==> src/rtl/i2s_pkg.sv <==
// Shared constants and width helpers for the I2S/TDM transmitter and receiver.
package i2s_pkg;

  // ws level that marks the first half of the frame (slot 0 side).
  localparam logic I2S_WS_LEFT = 1'b0;

  // FIFO pointer width: one extra wrap bit so full and empty can be told apart.
  function automatic int ptr_w(input int depth);
    return $clog2(depth) + 1;
  endfunction

  // Width of the per-slot bit counter.
  function automatic int bit_cnt_w(input int slot_width);
    return (slot_width > 1) ? $clog2(slot_width) : 1;
  endfunction

  // Width of the slot counter; it must also hold the "past last slot" value.
  function automatic int slot_cnt_w(input int num_ch);
    return $clog2(num_ch + 1);
  endfunction

  // Width of one whole frame vector (channel 0 in the low bits).
  function automatic int frame_w(input int num_ch, input int data_w);
    return num_ch * data_w;
  endfunction

endpackage

==> src/rtl/i2s_frame_fifo.sv <==
// Single-clock frame FIFO with wrap-bit pointers. Push when full and pop when
// empty are ignored; push and pop in the same cycle are both honoured.
module i2s_frame_fifo
  import i2s_pkg::*;
#(
  parameter int WIDTH = 64,
  parameter int DEPTH = 4
) (
  input  logic                      i_clk,
  input  logic                      i_rst,
  input  logic                      i_push,
  input  logic [WIDTH-1:0]          i_data,
  input  logic                      i_pop,
  output logic [WIDTH-1:0]          o_data,
  output logic                      o_full,
  output logic                      o_empty,
  output logic [ptr_w(DEPTH)-1:0]   o_count
);

  localparam int PW = ptr_w(DEPTH);
  localparam int AW = PW - 1;

  logic [WIDTH-1:0] r_mem [DEPTH];
  logic [PW-1:0]    r_wr_ptr;
  logic [PW-1:0]    r_rd_ptr;
  logic             w_do_push;
  logic             w_do_pop;

  assign o_empty   = (r_wr_ptr == r_rd_ptr);
  assign o_full    = (r_wr_ptr[AW] != r_rd_ptr[AW]) && (r_wr_ptr[AW-1:0] == r_rd_ptr[AW-1:0]);
  assign o_count   = r_wr_ptr - r_rd_ptr;
  assign o_data    = r_mem[r_rd_ptr[AW-1:0]];
  assign w_do_push = i_push && !o_full;
  assign w_do_pop  = i_pop && !o_empty;

  // Pointer update; pointers wrap naturally through the extra bit.
  always_ff @(posedge i_clk) begin
    if (i_rst) begin
      r_wr_ptr <= '0;
      r_rd_ptr <= '0;
    end else begin
      if (w_do_push) r_wr_ptr <= r_wr_ptr + PW'(1);
      if (w_do_pop)  r_rd_ptr <= r_rd_ptr + PW'(1);
    end
  end

  // Storage write; contents need no reset since the pointers define validity.
  always_ff @(posedge i_clk) begin
    if (w_do_push) r_mem[r_wr_ptr[AW-1:0]] <= i_data;
  end

endmodule

==> src/rtl/i2s_tdm_transmit.sv <==
// I2S / TDM transmitter, slave to external sck/ws, fed by AXI-Stream.
// Whole frames are buffered in i2s_frame_fifo and serialised MSB first.
// Optional macro I2S_TX_UNDERRUN_CNT_EN adds a saturating underrun_cnt output.
module i2s_tdm_transmit
  import i2s_pkg::*;
#(
  parameter int DATA_WIDTH   = 32,
  parameter int SLOT_WIDTH   = 32,
  parameter int NUM_CHANNELS = 2,
  parameter int FIFO_DEPTH   = 4
) (
  input  logic                  S_AXIS_ACLK,
  input  logic                  S_AXIS_ARESET,
  input  logic                  S_AXIS_TVALID,
  input  logic [DATA_WIDTH-1:0] S_AXIS_TDATA,
  input  logic                  S_AXIS_TLAST,
  output logic                  S_AXIS_TREADY,
  input  logic                  sck,
  input  logic                  ws,
  output logic                  sd,
  output logic                  underrun,
  output logic                  frame_err,
`ifdef I2S_TX_UNDERRUN_CNT_EN
  output logic [15:0]           underrun_cnt,
`endif
  input  logic                  clr_status
);

  localparam int FW = frame_w(NUM_CHANNELS, DATA_WIDTH);
  localparam int RW = FW - DATA_WIDTH;  // channels 1..N-1 only
  localparam int PW = ptr_w(FIFO_DEPTH);
  localparam int BW = bit_cnt_w(SLOT_WIDTH);
  localparam int CW = slot_cnt_w(NUM_CHANNELS);

  // Left-align a sample in its slot; trailing bits are zero padding.
  function automatic logic [SLOT_WIDTH-1:0] align(input logic [DATA_WIDTH-1:0] s);
    return SLOT_WIDTH'(s) << (SLOT_WIDTH - DATA_WIDTH);
  endfunction

  logic [1:0]            r_sck_sync, r_ws_sync;
  logic                  r_sck_prev, r_ws_smp;
  logic                  w_sck_rise, w_sck_fall, w_frame_start;
  logic                  r_tready;
  logic [CW-1:0]         r_ch_in;
  logic [RW-1:0]         r_asm;
  logic                  w_accept, w_last_ch, w_push, w_pop, w_tlast_err;
  logic [FW-1:0]         w_push_data, w_fifo_data;
  logic                  w_fifo_full, w_fifo_empty;
  logic [PW-1:0]         w_fifo_count, w_cnt_next;
  logic [RW-1:0]         r_frame;
  logic [SLOT_WIDTH-1:0] r_shift;
  logic [BW-1:0]         r_bit_cnt;
  logic [CW-1:0]         r_slot_cnt, w_next_slot;
  logic [DATA_WIDTH-1:0] w_next_sample;
  logic                  r_sd, r_underrun, r_frame_err;

  assign w_sck_rise    = r_sck_sync[1] && !r_sck_prev;
  assign w_sck_fall    = !r_sck_sync[1] && r_sck_prev;
  assign w_frame_start = w_sck_rise && (r_ws_smp == ~I2S_WS_LEFT) && (r_ws_sync[1] == I2S_WS_LEFT);

  // Two-flop synchronisers, sck edge history and ws sampled on sck rise.
  always_ff @(posedge S_AXIS_ACLK) begin
    if (S_AXIS_ARESET) begin
      r_sck_sync <= '0;
      r_ws_sync  <= '0;
      r_sck_prev <= 1'b0;
      r_ws_smp   <= 1'b0;
    end else begin
      r_sck_sync <= {r_sck_sync[0], sck};
      r_ws_sync  <= {r_ws_sync[0], ws};
      r_sck_prev <= r_sck_sync[1];
      if (w_sck_rise) r_ws_smp <= r_ws_sync[1];
    end
  end

  // Handshake: a beat transfers on a clock edge where S_AXIS_TVALID and
  // S_AXIS_TREADY are both high; TREADY is registered from the FIFO occupancy
  // expected after this cycle, so an accepted last beat always finds space.
  assign w_accept    = S_AXIS_TVALID && r_tready;
  assign w_last_ch   = (r_ch_in == CW'(NUM_CHANNELS - 1));
  assign w_push      = w_accept && w_last_ch;
  assign w_push_data = {S_AXIS_TDATA, r_asm};
  assign w_tlast_err = w_accept && (S_AXIS_TLAST != w_last_ch);
  assign w_pop       = w_frame_start && !w_fifo_empty;

  // Occupancy after this cycle's push/pop, used for the registered TREADY.
  always_comb begin
    w_cnt_next = w_fifo_count;
    if (w_push && !w_fifo_full) w_cnt_next = w_cnt_next + PW'(1);
    if (w_pop)                  w_cnt_next = w_cnt_next - PW'(1);
  end

  // Frame assembly: early TLAST drops the partial frame; a missing TLAST
  // on the last channel still pushes the frame.
  always_ff @(posedge S_AXIS_ACLK) begin
    if (S_AXIS_ARESET) begin
      r_tready <= 1'b0;
      r_ch_in  <= '0;
      r_asm    <= '0;
    end else begin
      r_tready <= (w_cnt_next != PW'(FIFO_DEPTH));
      if (w_accept) begin
        if (w_last_ch || S_AXIS_TLAST) begin
          r_ch_in <= '0;
        end else begin
          r_asm[r_ch_in*DATA_WIDTH +: DATA_WIDTH] <= S_AXIS_TDATA;
          r_ch_in <= r_ch_in + CW'(1);
        end
      end
    end
  end

  i2s_frame_fifo #(
    .WIDTH (FW),
    .DEPTH (FIFO_DEPTH)
  ) u_fifo (
    .i_clk   (S_AXIS_ACLK),
    .i_rst   (S_AXIS_ARESET),
    .i_push  (w_push),
    .i_data  (w_push_data),
    .i_pop   (w_pop),
    .o_data  (w_fifo_data),
    .o_full  (w_fifo_full),
    .o_empty (w_fifo_empty),
    .o_count (w_fifo_count)
  );

  // Sample for the following slot; zeros once the last channel has gone out.
  assign w_next_slot = r_slot_cnt + CW'(1);
  always_comb begin
    w_next_sample = '0;
    for (int k = 1; k < NUM_CHANNELS; k++) begin
      if (w_next_slot == CW'(k)) w_next_sample = r_frame[(k-1)*DATA_WIDTH +: DATA_WIDTH];
    end
  end

  // Serialiser: load on frame_start, shift on sck rise, drive sd on sck fall.
  always_ff @(posedge S_AXIS_ACLK) begin
    if (S_AXIS_ARESET) begin
      r_frame    <= '0;
      r_shift    <= '0;
      r_bit_cnt  <= '0;
      r_slot_cnt <= '0;
      r_sd       <= 1'b0;
    end else begin
      if (w_frame_start) begin
        r_bit_cnt  <= '0;
        r_slot_cnt <= '0;
        if (!w_fifo_empty) begin
          r_frame <= w_fifo_data[FW-1:DATA_WIDTH];
          r_shift <= align(w_fifo_data[DATA_WIDTH-1:0]);
        end else begin
          r_frame <= '0;
          r_shift <= '0;
        end
      end else if (w_sck_rise) begin
        if (r_bit_cnt == BW'(SLOT_WIDTH - 1)) begin
          r_bit_cnt <= '0;
          if (r_slot_cnt != CW'(NUM_CHANNELS)) r_slot_cnt <= w_next_slot;
          r_shift <= align(w_next_sample);
        end else begin
          r_bit_cnt <= r_bit_cnt + BW'(1);
          r_shift   <= r_shift << 1;
        end
      end
      if (w_sck_fall) r_sd <= r_shift[SLOT_WIDTH-1];
    end
  end

  // Sticky status flags; a new error in the same cycle as clr_status wins.
  always_ff @(posedge S_AXIS_ACLK) begin
    if (S_AXIS_ARESET) begin
      r_underrun  <= 1'b0;
      r_frame_err <= 1'b0;
    end else begin
      if (w_frame_start && w_fifo_empty) r_underrun <= 1'b1;
      else if (clr_status)               r_underrun <= 1'b0;
      if (w_tlast_err)                   r_frame_err <= 1'b1;
      else if (clr_status)               r_frame_err <= 1'b0;
    end
  end

`ifdef I2S_TX_UNDERRUN_CNT_EN
  logic [15:0] r_underrun_cnt;

  // Saturating count of underrun frames.
  always_ff @(posedge S_AXIS_ACLK) begin
    if (S_AXIS_ARESET) begin
      r_underrun_cnt <= '0;
    end else if (w_frame_start && w_fifo_empty) begin
      if (clr_status)                    r_underrun_cnt <= 16'd1;
      else if (r_underrun_cnt != 16'hFFFF) r_underrun_cnt <= r_underrun_cnt + 16'd1;
    end else if (clr_status) begin
      r_underrun_cnt <= '0;
    end
  end

  assign underrun_cnt = r_underrun_cnt;
`endif

  assign S_AXIS_TREADY = r_tready;
  assign sd            = r_sd;
  assign underrun      = r_underrun;
  assign frame_err     = r_frame_err;

endmodule
==> config.mk <==
export PLATFORM = sky130hd
export DESIGN_NAME = i2s_tdm_transmit
export DESIGN_NICKNAME = d
export VERILOG_FILES = /design/src/rtl/i2s_pkg.sv /design/src/rtl/i2s_frame_fifo.sv /design/src/rtl/i2s_tdm_transmit.sv
export SDC_FILE = /design/constraint.sdc
export NUM_CORES = 1
export LEC_CHECK = 0
export ABC_CLOCK_PERIOD_IN_PS = 3200
export CAP_MARGIN = 5
export CORE_ASPECT_RATIO = 1.1
export CORE_MARGIN = 10
export CORE_UTILIZATION = 60
export CTS_BUF_LIST = sky130_fd_sc_hd__clkbuf_2 sky130_fd_sc_hd__clkbuf_4 sky130_fd_sc_hd__clkbuf_8
export DETAILED_ROUTE_END_ITERATION = 7
export PLACE_DENSITY = 0.87
export SLEW_MARGIN = 20
export SYNTH_ARGS = -nofsm -noshare
export SYNTH_HDL_FRONTEND = slang
export SYNTH_SLANG_ARGS = --single-unit
export TNS_END_PERCENT = 20
==> constraint.sdc <==
create_clock -name S_AXIS_ACLK -period 3.2 [get_ports S_AXIS_ACLK]
set_input_delay 0.64 -clock S_AXIS_ACLK [delete_from_list [all_inputs] [get_ports S_AXIS_ACLK]]
set_output_delay 0.64 -clock S_AXIS_ACLK [all_outputs]
set_load 0.005 [all_outputs]
==> reports/summary.txt, run 1 <==
Fin. Hold Viols = 0
Vias/cell = 6.28
end of the worst register-to-register path = S_AXIS_TREADY$_SDFF_PP0_
die width = 168 um
reg-to-reg startpoint = u_fifo.r_wr_ptr[0]$_SDFFE_PP0P_
DIE HEIGHT = 183 um
TritonCTS sink count = 379
element type at the critical path end = register
worst hold path class = register to register
async set-or-reset flop fraction in the synthesized netlist = 0%
die area = 30,800 sq um
crit-path max FO = 4
deepest clock path buffer count = 3
most frequent cells in the layout = edfxtp_1 (256), dfxtp_1 (121), clkbuf_8 (74), nand3_1 (66), mux4_2 (64)
r2r worst-path depth = 11
syn_nets = 1,030
Ports = 43
Setup Crit Path Kind = register to register
critical path cell sequence = inv_1 -> ha_1 -> inv_1 -> fa_1 -> ha_1 -> mux2i_1 -> ha_1 -> and4_2 -> nor4_1 -> or3_1 -> a31oi_1
worst slew pin tran = 1.07 ns
nets = 1,092
fmax = 0.364 GHz
Crit-path slowest cell = fa_1
Multi-input gate area = 4040 sq um
register area share after synthesis = 69.9%
library cells used by synthesis = 46
CORE AREA = 23,800 sq um
gpl congestion = 0.775
Critical Path RT = 3.73 ns
vias in the first global route = 9,053
starting density of the core = 61.1%
Synth area leader = edfxtp_1
RSZ-0062 raised after global routing = false
#FFs+latches synth = 379
initial antenna violation count = 0
Skew-Pair Late Insertion Delay = 0.60 ns
Setup Buffers After CTS = 0
number of synthesized flops with an enable pin = 256
worst hold path cell count = 1
# H-tree levels = 2
reg-to-reg setup timing slack = 0.45 ns
GRT Util Overall = 19.6%
Congestion Overflow GR = 0
clk root buf = clkbuf_8
slowest stage delay, CP = 0.42 ns
Pleak = 5.45 nW
status = finished, final reports clean
final setup fails = 0
commonest non-fill, non-tap cell in the layout = edfxtp_1
Area growth syn-to-layout = 14.7%
Final Skew = 0.0274 ns
wire per inst = 21.9 um
max-cap viol count = 0
Pins Over Slew Limit = 0
Ant. Diodes = 0
hold_sp = r_sck_sync[0]$_SDFF_PP0_
Mapped Avg Cell Area = 14.9 sq um
# DRC = 0
Yosys Warn Count = 0
Final min period = 2.75 ns
post-route cell area = 16,700 sq um
cts hold-fix bufs = 0
top cell type's share of synthesized area = 52.9%
Synth area leaders = edfxtp_1 (53%), dfxtp_1 (17%), mux4_2 (9.9%)
P per Cell Area = 584 nW/um^2
synthesized cell area = 14,500 sq um
final WL = 30,500 um
Cell Area, Placed = 15,400 sq um
first-pass GRT wire length = 48,400 um
Clock transition at path regs = 0.06 ns
Post-DRT Antenna Nets = 0
First-pass DRT Iterations = 5
Cells after Synth = 974
Top delay family on crit path = adder cells
Worst Path Buf+Inv = 2
CTS tree = yes
largest net degree at the start of global routing = 65
Slew Limit Headroom = 28.4%
most used cell, CP = ha_1
Hold Path Sink = r_sck_sync[1]$_SDFF_PP0_
Tcrit/Tclk final = 85.9%
final setup TNS = 0 ns
# rows = 59
Filler Cell Count = 1,498
WP data arrival = 3.28 ns
Max VDD drop = 423 uV
register area = 10,200 sq um
share of cells above drive strength 1 = 19.3%
# port buffers = 42
Starting DRT DRC Count = 814
DP HPWL = 16,800 um
Top FF cell, synth = edfxtp_1
CP startpoint kind = register
cts repair resizes = 0
CTS buffer count = 57
Via Count = 8,723
-- sequential cells by signal, indices dropped and copies added (netlist names), 2 cells and up, named ones only --
| signal | cells |
|---|---|
| r_bit_cnt | 5 |
| r_asm | 32 |
| r_slot_cnt | 2 |
| r_ws_sync | 2 |
| r_frame | 32 |
| r_ch_in | 2 |
| r_sck_sync | 2 |
| u_fifo.r_rd_ptr | 3 |
| u_fifo.r_wr_ptr | 3 |
| u_fifo.r_mem | 256 |
| r_shift | 32 |
-- metrics by stage --
step	total power (W)	hold slack, ns	setup slack (ns)	instances	util (%)
2_1_floorplan	0.00554	0.414	0.633	974	-
6_report	0.00972	0.439	0.453	1389	70.0
5_1_grt	0.0100	0.461	0.247	1389	70.0
3_3_place_gp	0.00566	0.432	0.378	1282	64.8
4_1_cts	0.00976	0.446	0.452	1389	70.0
3_5_place_dp	0.00568	0.425	0.323	1282	64.8
-- how the worst max path moves through the flow --
stage               slack (ns)                           end  cells past startpoint                            start
CTS                       0.45      S_AXIS_TREADY$_SDFF_PP0_                     11  u_fifo.r_wr_ptr[0]$_SDFFE_PP0P_
finish                    0.45      S_AXIS_TREADY$_SDFF_PP0_                     11  u_fifo.r_wr_ptr[0]$_SDFFE_PP0P_
global route              0.25      S_AXIS_TREADY$_SDFF_PP0_                     11  u_fifo.r_wr_ptr[0]$_SDFFE_PP0P_
floorplan                 0.63  u_fifo.r_mem[3][0]$_DFFE_PP_                      5  u_fifo.r_wr_ptr[0]$_SDFFE_PP0P_
detailed placement        0.32      S_AXIS_TREADY$_SDFF_PP0_                     10                    S_AXIS_TVALID
global placement          0.38      S_AXIS_TREADY$_SDFF_PP0_                     10                    S_AXIS_TVALID
-- cells in the mapped netlist (2+ instances only) --
master	instances
edfxtp_1	256
dfxtp_1	123
nand3_1	66
mux4_2	64
nor2_1	64
a21oi_1	63
clkbuf_1	48
nand2_1	43
nor3_1	34
inv_1	23
a31oi_1	22
nand2b_1	21
a22o_1	19
ha_1	16
a22oi_1	15
buf_2	15
o21ai_0	15
a221oi_1	12
nor2b_1	9
and3_1	5
xnor2_1	5
and2_2	4
mux2i_1	4
buf_1	3
nand4_1	3
buf_4	2
-- kinds of logic (layout without fill, tap and decap cells) --
| family | count (synthesis) | count (layout) | synth area share (%) |
|---|---|---|---|
| flip-flops | 379 | 379 | 69.9 |
| AO/OA/AOI/OAI | 152 | 152 | 6.65 |
| adder cells (fa/ha/maj) | 17 | 17 | 1.52 |
| buffers and inverters | 91 | 201 | 2.53 |
| multiplexers | 68 | 68 | 10.2 |
| AND/OR/NAND/NOR | 260 | 260 | 8.74 |
| XOR/XNOR | 7 | 7 | 0.474 |
-- routing by layer --
metal	vias up	GRT usage, %	share of wire [%]
met1	4380	24.2	38
met5	-	0	0
met3	60	4.02	7.9
li1	3851	-	-
met4	0	7.91	2.3
met2	432	33.1	52
-- where the power goes --
group / total (W) / switching, W / internal (W)
Sequential: 0.00530 / 0.0000361 / 0.00526
Combinational: 0.000283 / 0.000173 / 0.000110
Clock: 0.00414 / 0.00178 / 0.00236
-- layout make-up --
cell class                 instances  area share [%]
timing repair buffer              71            4.49
clock inverter                    15           0.549
multi-input combinational        504            24.2
clock buffer                      92            6.93
sequential                       379            61.0
inverter                          23           0.518
tap                              305            2.29
Power figures use the tool's default switching activity.
==> inputs of run 2 (changes only) <==
- SYNTH_HIERARCHICAL: default -> 1
==> run 2 against run 1 <==
Net effect: maximum frequency up 4.6%; via count rose by 3.5%; critical endpoint unchanged; cell area rose by 1.4%; sequential share of layout area shrank 0.82 points; worst hold slack got worse by 0.012 ns; largest cell class unchanged; global-route usage increased by 0.88 points; cell count is 2.1% higher; register-to-register slack improved by 0.12 ns; synthesized cell count rose by 3.2%; synthesized area increased by 2.3%.
==> reports/summary.txt, run 2 <==
Post-synth top cells = edfxtp_1 (256), dfxtp_1 (123), nand2_1 (97) (was edfxtp_1 (256), dfxtp_1 (123), nand3_1 (66))
Slew Limit Headroom = 45.4% (was 28.4%)
deepest clock path buffer count = 3 (unchanged)
Final Skew = 0.0202 ns (was 0.0274 ns)
Multi-input gate area = 4340 sq um (was 4040 sq um)
Mapped Avg Cell Area = 14.8 sq um (was 14.9 sq um)
Max VDD drop = 409 uV (was 423 uV)
Synth area leaders = edfxtp_1 (52%), dfxtp_1 (17%), mux4_2 (9.7%) (was edfxtp_1 (53%), dfxtp_1 (17%), mux4_2 (9.9%))
P per Cell Area = 585 nW/um^2 (was 584 nW/um^2)
Ant. Diodes = 0 (unchanged)
Synth area leader = edfxtp_1 (unchanged)
sequential share of power = 54.0% (was 54.5%)
gpl congestion = 0.797 (was 0.775)
wire per inst = 22.4 um (was 21.9 um)
max-cap viol count = 0 (unchanged)
CTS buffer count = 55 (was 57)
Internal = 0.00769 W (was 0.00773 W)
synthesized cell area = 14,900 sq um (was 14,500 sq um)
Setup Crit Path Kind = register to register (unchanged)
element type at the critical path end = register (unchanged)
Cells after Synth = 1,005 (was 974)
most frequent cells in the layout = edfxtp_1 (256), dfxtp_1 (121), nand2_1 (97), a21oi_1 (86) (was edfxtp_1 (256), dfxtp_1 (121), clkbuf_8 (74), nand3_1 (66), mux4_2 (64))
Tcrit/Tclk final = 82.0% (was 85.9%)
# H-tree levels = 2 (unchanged)
Sw Ratio = 22.0% (was 20.5%)
syn_nets = 1,061 (was 1,030)
register area = 10,200 sq um (unchanged)
Post-DRT Antenna Nets = 0 (unchanged)
Starting DRT DRC Count = 921 (was 814)
Pwr Total = 0.00987 W (was 0.00972 W)
share of cells above drive strength 1 = 20.2% (was 19.3%)
Filler Cell Count = 1,455 (was 1,498)
placed cells = 1,316 (was 1,282)
register area share after synthesis = 68.3% (was 69.9%)
Pins Over Slew Limit = 0 (unchanged)
initial antenna violation count = 0 (unchanged)
CP startpoint kind = register (unchanged)
starting density of the core = 60.9% (was 61.1%)
M2 GR Usage = 34.2% (was 33.1%)
commonest non-fill, non-tap cell in the layout = edfxtp_1 (unchanged)
vias in the first global route = 9,408 (was 9,053)
Vias/cell = 6.36 (was 6.28)
GRT Util Overall = 20.5% (was 19.6%)
reg-to-reg setup timing slack = 0.57 ns (was 0.45 ns)
Area growth syn-to-layout = 13.6% (was 14.7%)
number of synthesized flops with an enable pin = 256 (unchanged)
DP HPWL = 17,200 um (was 16,800 um)
clock share of power = 40.5% (was 42.6%)
fmax = 0.381 GHz (was 0.364 GHz)
max reg flops = 256 (unchanged)
Congestion Overflow GR = 0 (unchanged)
async set-or-reset flop fraction in the synthesized netlist = 0% (unchanged)
largest net degree at the start of global routing = 71 (was 65)
top cell type's share of synthesized area = 51.7% (was 52.9%)
hold_sp = S_AXIS_ARESET (was r_sck_sync[0]$_SDFF_PP0_)
Fin. Hold Viols = 0 (unchanged)
Skew-Pair Late Insertion Delay = 0.60 ns (about the same)
Ports = 43 (unchanged)
Top FF cell, synth = edfxtp_1 (unchanged)
Pleak = 5.29 nW (was 5.45 nW)
Setup Buffers After CTS = 0 (unchanged)
RSZ-0062 raised after global routing = false (unchanged)
First-pass DRT Iterations = 5 (unchanged)
switching power = 0.00217 W (was 0.00199 W)
TritonCTS sink count = 379 (unchanged)
library cells used by synthesis = 55 (was 46)
# DRC = 0 (unchanged)
final setup TNS = 0 ns (unchanged)
CTS tree = yes (unchanged)
status = finished, final reports clean (unchanged)
Clock transition at path regs = 0.06 ns (about the same)
crit path from = u_fifo/r_wr_ptr[0]$_SDFFE_PP0P_ (was u_fifo.r_wr_ptr[0]$_SDFFE_PP0P_)
clk root buf = clkbuf_8 (unchanged)
Global Route met1 Usage = 26.1% (was 24.2%)
# port buffers = 42 (unchanged)
CORE AREA = 24,400 sq um (was 23,800 sq um)
post-route cell area = 16,900 sq um (was 16,700 sq um)
die width = 170 um (was 168 um)
Final min period = 2.63 ns (was 2.75 ns)
crit-path max FO = 6 (was 4)
cts repair resizes = 0 (unchanged)
Yosys Warn Count = 6 (was 0)
die area = 31,500 sq um (was 30,800 sq um)
met3 usage = 3.90% (was 4.02%)
GRT Max-Usage Layer = met2 (unchanged)
final core occ = 69.2% (was 70.0%)
DIE HEIGHT = 185 um (was 183 um)
# rows = 60 (was 59)
nets = 1,119 (was 1,092)
cts hold-fix bufs = 0 (unchanged)
Comb pwr share = 5.5% (was 2.9%)
final setup fails = 0 (unchanged)
worst slew pin tran = 0.819 ns (was 1.07 ns)
non-filler cells in the finished layout = 1,418 (was 1,389)
Cell Area, Placed = 15,700 sq um (was 15,400 sq um)
final WL = 31,700 um (was 30,500 um)
reg-to-reg startpoint = u_fifo/r_wr_ptr[0]$_SDFFE_PP0P_ (was u_fifo.r_wr_ptr[0]$_SDFFE_PP0P_)
count leader, synth = edfxtp_1 (unchanged)
first-pass GRT wire length = 50,800 um (was 48,400 um)
#FFs+latches synth = 379 (unchanged)
worst hold path class = input port to register (was register to register)
Via Count = 9,024 (was 8,723)
Critical Path RT = 3.66 ns (was 3.73 ns)
WP data arrival = 3.08 ns (was 3.28 ns)
==> run 2: changes by cell type after synthesis, sizes merged, moves of 20 or more <==
cell	previous run	this run
nand2	43	97
a2111oi	0	20
a21oi	63	86
buf	20	46
nor3	35	5
clkbuf	48	26
==> run 2: worst paths after layout <==
check                             endpoint  depth (start not counted)
setup reg to reg  S_AXIS_TREADY$_SDFF_PP0_                         10
hold reg to reg    r_frame[3]$_SDFFE_PP0N_                          2
hold / removal     r_ch_in[0]$_SDFFE_PP0N_                          2
setup / recovery  S_AXIS_TREADY$_SDFF_PP0_                         10
==> run 2: power by group through the flow <==
stage / sequential [W] / clock (W) / combinational [W]
detailed placement: 0.00543 / 0 / 0.000528
global placement: 0.00543 / 0 / 0.000516
finish: 0.00533 / 0.00400 / 0.000540
CTS: 0.00533 / 0.00405 / 0.000535
global route: 0.00534 / 0.00429 / 0.000580
floorplan: 0.00541 / 0 / 0.000337
==> run 2: final cells by class <==
cell class | count | share of cell area [%]
Tap cell | 310 | 2.30
Clock inverter | 21 | 0.971
Timing Repair Buffer | 73 | 4.52
Sequential cell | 379 | 60.2
Clock buffer | 81 | 5.98
Multi-Input combinational cell | 539 | 25.7
Inverter | 15 | 0.334
==> run 2: metrics by stage <==
stage / setup slack, ns / hold slack [ns]
4_1_cts: 0.625 / 0.411
5_1_grt: 0.456 / 0.430
6_report: 0.574 / 0.427
3_3_place_gp: 0.576 / 0.439
3_5_place_dp: 0.527 / 0.443
2_1_floorplan: -0.101 / 0.414
==> run 2: cells by family after synthesis <==
family / count (synthesis) / synth area share (%)
flip-flops: 379 / 68.3
AND/OR/NAND/NOR: 265 / 8.60
AO/OA/AOI/OAI: 185 / 8.77
buffers and inverters: 87 / 2.64
multiplexers: 68 / 9.97
adder cells (fa/ha/maj): 17 / 1.48
XOR/XNOR: 4 / 0.236
==> run 2: critical path, cell delays in order, from the launching register on <==
cell and delay, ns:
dfxtp_1 0.43, inv_1 0.12, ha_1 0.23, fa_1 0.51, inv_1 0.07, ha_1 0.29, mux2i_1 0.08, ha_1 0.28
nand3_1 0.09, nor4_1 0.28, a221oi_2 0.12
==> run 2: routing by layer <==
| layer | wire length, um | vias to the layer above |
|---|---|---|
| met2 | 16200 | 507 |
| met3 | 2650 | 93 |
| met5 | 0 | - |
| met1 | 12100 | 4450 |
| li1 | - | 3974 |
| met4 | 816 | 0 |
==> inputs of run 3 (changes only) <==
- ABC_CLOCK_PERIOD_IN_PS: 3200 -> 2600
- clock period: 3.2 -> 2.6 ns (I/O delays scaled with it)
==> run 3 against run 2 <==
Net effect: sequential cell count stayed put; utilization is 0.96 points higher; clock skew is 0.011 ns higher; total power is 25% higher; non-clock buffer count is 10 higher; via count is 0.21% higher; worst hold slack worse by 0.096 ns; largest power group unchanged.
==> reports/summary.txt, run 3 (synthesis results as in run 2) <==
Cell Area, Placed = 15,800 sq um (was 15,700 sq um)
final WL = 31,800 um (was 31,700 um)
critical path cell sequence = inv_1 -> ha_1 -> fa_1 -> inv_1 -> ha_1 -> mux2i_1 -> ha_1 -> nand3_1 -> o32ai_2 -> a221oi_2 (was inv_1 -> ha_1 -> fa_1 -> inv_1 -> ha_1 -> mux2i_1 -> ha_1 -> nand3_1 -> nor4_1 -> a221oi_2)
Multi-input gate area = 4360 sq um (was 4340 sq um)
deepest clock path buffer count = 3 (unchanged)
sequential share of power = 52.9% (was 54.0%)
final setup fails = 0 (unchanged)
P per Cell Area = 724 nW/um^2 (was 585 nW/um^2)
vias in the first global route = 9,270 (was 9,408)
nets = 1,129 (was 1,119)
Top delay family on crit path = adder cells (unchanged)
starting density of the core = 60.9% (unchanged)
CTS tree = yes (unchanged)
post-place setup slack = 0.0642 ns (was 0.527 ns)
first-pass GRT wire length = 49,900 um (was 50,800 um)
clk root buf = clkbuf_8 (unchanged)
Worst Path Buf+Inv = 2 (unchanged)
First-pass DRT Iterations = 7 (was 5)
Skew-Pair Late Insertion Delay = 0.60 ns (about the same)
Final Skew = 0.0313 ns (was 0.0202 ns)
Internal = 0.00970 W (was 0.00769 W)
Setup Buffers After CTS = 0 (unchanged)
Filler Cell Count = 1,463 (was 1,455)
Sw Ratio = 21.7% (was 22.0%)
TritonCTS sink count = 379 (unchanged)
cts hold-fix bufs = 0 (unchanged)
element type at the critical path end = register (unchanged)
WP depth = 10 (unchanged)
Vias/cell = 6.32 (was 6.36)
fmax = 0.408 GHz (was 0.381 GHz)
slowest stage delay, CP = 0.48 ns (was 0.51 ns)
Area growth syn-to-layout = 15.1% (was 13.6%)
Via Count = 9,043 (was 9,024)
Congestion Overflow GR = 0 (unchanged)
die area = 31,500 sq um (unchanged)
die width = 170 um (unchanged)
gpl congestion = 0.793 (was 0.797)
Crit-path slowest cell = fa_1 (unchanged)
end of the worst register-to-register path = S_AXIS_TREADY$_SDFF_PP0_ (unchanged)
Fin. Hold Viols = 0 (unchanged)
# rows = 60 (unchanged)
# DRC = 0 (unchanged)
final core occ = 70.1% (was 69.2%)
most used cell, CP = ha_1 (unchanged)
max-cap viol count = 0 (unchanged)
CTS buffer count = 55 (unchanged)
crit-path max FO = 6 (unchanged)
register area = 10,200 sq um (about the same)
Critical Path RT = 3.04 ns (was 3.66 ns)
Final min period = 2.45 ns (was 2.63 ns)
share of cells above drive strength 1 = 22.1% (was 20.2%)
Post-DRT Antenna Nets = 0 (unchanged)
switching power = 0.00268 W (was 0.00217 W)
commonest non-fill, non-tap cell in the layout = edfxtp_1 (unchanged)
Clock transition at path regs = 0.07 ns (was 0.06 ns)
WP data arrival = 2.89 ns (was 3.08 ns)
GRT Util Overall = 20.2% (was 20.5%)
# H-tree levels = 2 (unchanged)
r2r worst-path depth = 10 (unchanged)
Setup Crit Path Kind = register to register (unchanged)
Final Worst Setup Slack = 0.150 ns (was 0.574 ns)
Pins Over Slew Limit = 0 (unchanged)
largest net degree at the start of global routing = 45 (was 71)
reg-to-reg startpoint = u_fifo/r_wr_ptr[0]$_SDFFE_PP0P_ (unchanged)
DP HPWL = 18,700 um (was 17,200 um)
non-filler cells in the finished layout = 1,430 (was 1,418)
Starting DRT DRC Count = 1,013 (was 921)
clock share of power = 41.6% (was 40.5%)
post-route cell area = 17,100 sq um (was 16,900 sq um)
worst hold path class = input port to register (unchanged)
placed cells = 1,326 (was 1,316)
status = finished, final reports clean (unchanged)
DIE HEIGHT = 185 um (unchanged)
Comb pwr share = 5.5% (about the same)
Pleak = 5.40 nW (was 5.29 nW)
max reg flops = 256 (unchanged)
reg-to-reg setup timing slack = 0.15 ns (was 0.57 ns)
CP startpoint kind = register (unchanged)
cts repair resizes = 0 (unchanged)
Slew Limit Headroom = 55.5% (was 45.4%)
wire per inst = 22.3 um (was 22.4 um)
Ports = 43 (unchanged)
# port buffers = 42 (unchanged)
crit path from = u_fifo/r_wr_ptr[0]$_SDFFE_PP0P_ (unchanged)
worst slew pin tran = 0.668 ns (was 0.819 ns)
initial antenna violation count = 0 (unchanged)
Tcrit/Tclk final = 94.2% (was 82.0%)
RSZ-0062 raised after global routing = false (unchanged)
crit path to = S_AXIS_TREADY$_SDFF_PP0_ (unchanged)
most frequent cells in the layout = edfxtp_1 (256), dfxtp_1 (120), nand2_1 (97), a21oi_1 (86), clkbuf_8 (69) (was edfxtp_1 (256), dfxtp_1 (121), nand2_1 (97), a21oi_1 (86))
CORE AREA = 24,400 sq um (unchanged)
Ant. Diodes = 0 (unchanged)
Max VDD drop = 600 uV (was 409 uV)
-- run 3: worst min path at each step --
stage / slack [ns] / from / depth (start not counted) / endpoint
after floorplan: 0.41 / r_sck_sync[0]$_SDFF_PP0_ / 1 / r_sck_sync[1]$_SDFF_PP0_
after global placement: 0.44 / r_frame[5]$_SDFFE_PP0N_ / 2 / r_frame[5]$_SDFFE_PP0N_
after detailed placement: 0.45 / r_frame[6]$_SDFFE_PP0N_ / 2 / r_frame[6]$_SDFFE_PP0N_
after CTS: 0.30 / S_AXIS_ARESET / 2 / r_asm[30]$_SDFFE_PP0P_
after global routing: 0.32 / S_AXIS_ARESET / 2 / r_asm[20]$_SDFFE_PP0P_
final: 0.33 / S_AXIS_ARESET / 2 / r_asm[30]$_SDFFE_PP0P_
-- run 3: stage by stage --
step	total power, W	setup TNS, ns	hold slack, ns
3_5_place_dp	0.00734	0	0.453
2_1_floorplan	0.00707	-1.55	0.414
6_report	0.0124	0	0.332
5_1_grt	0.0128	0	0.320
4_1_cts	0.0124	0	0.301
3_3_place_gp	0.00731	0	0.440
-- run 3: area by class of cell --
cell class | instances | area share (%)
Timing Repair Buffer | 83 | 5.26
Clock buffer | 92 | 6.56
Sequential cell | 379 | 59.4
Clock inverter | 12 | 0.739
Inverter | 15 | 0.329
Multi-Input combinational cell | 539 | 25.5
Tap cell | 310 | 2.27
-- run 3: power by group through the flow --
stage | sequential [W] | clock, W | combinational [W]
6_report | 0.00655 | 0.00515 | 0.000682
5_1_grt | 0.00655 | 0.00549 | 0.000730
4_1_cts | 0.00654 | 0.00522 | 0.000672
3_5_place_dp | 0.00667 | 0 | 0.000667
3_3_place_gp | 0.00666 | 0 | 0.000645
2_1_floorplan | 0.00665 | 0 | 0.000415
-- run 3: per-layer routing --
metal | share of wire [%] | vias to the layer above | GRT usage, %
li1 | - | 3999 | -
met1 | 40 | 4520 | 25.6
met3 | 7.8 | 68 | 3.88
met2 | 50 | 456 | 33.8
met4 | 2.1 | 0 | 7.44
met5 | 0 | - | 0
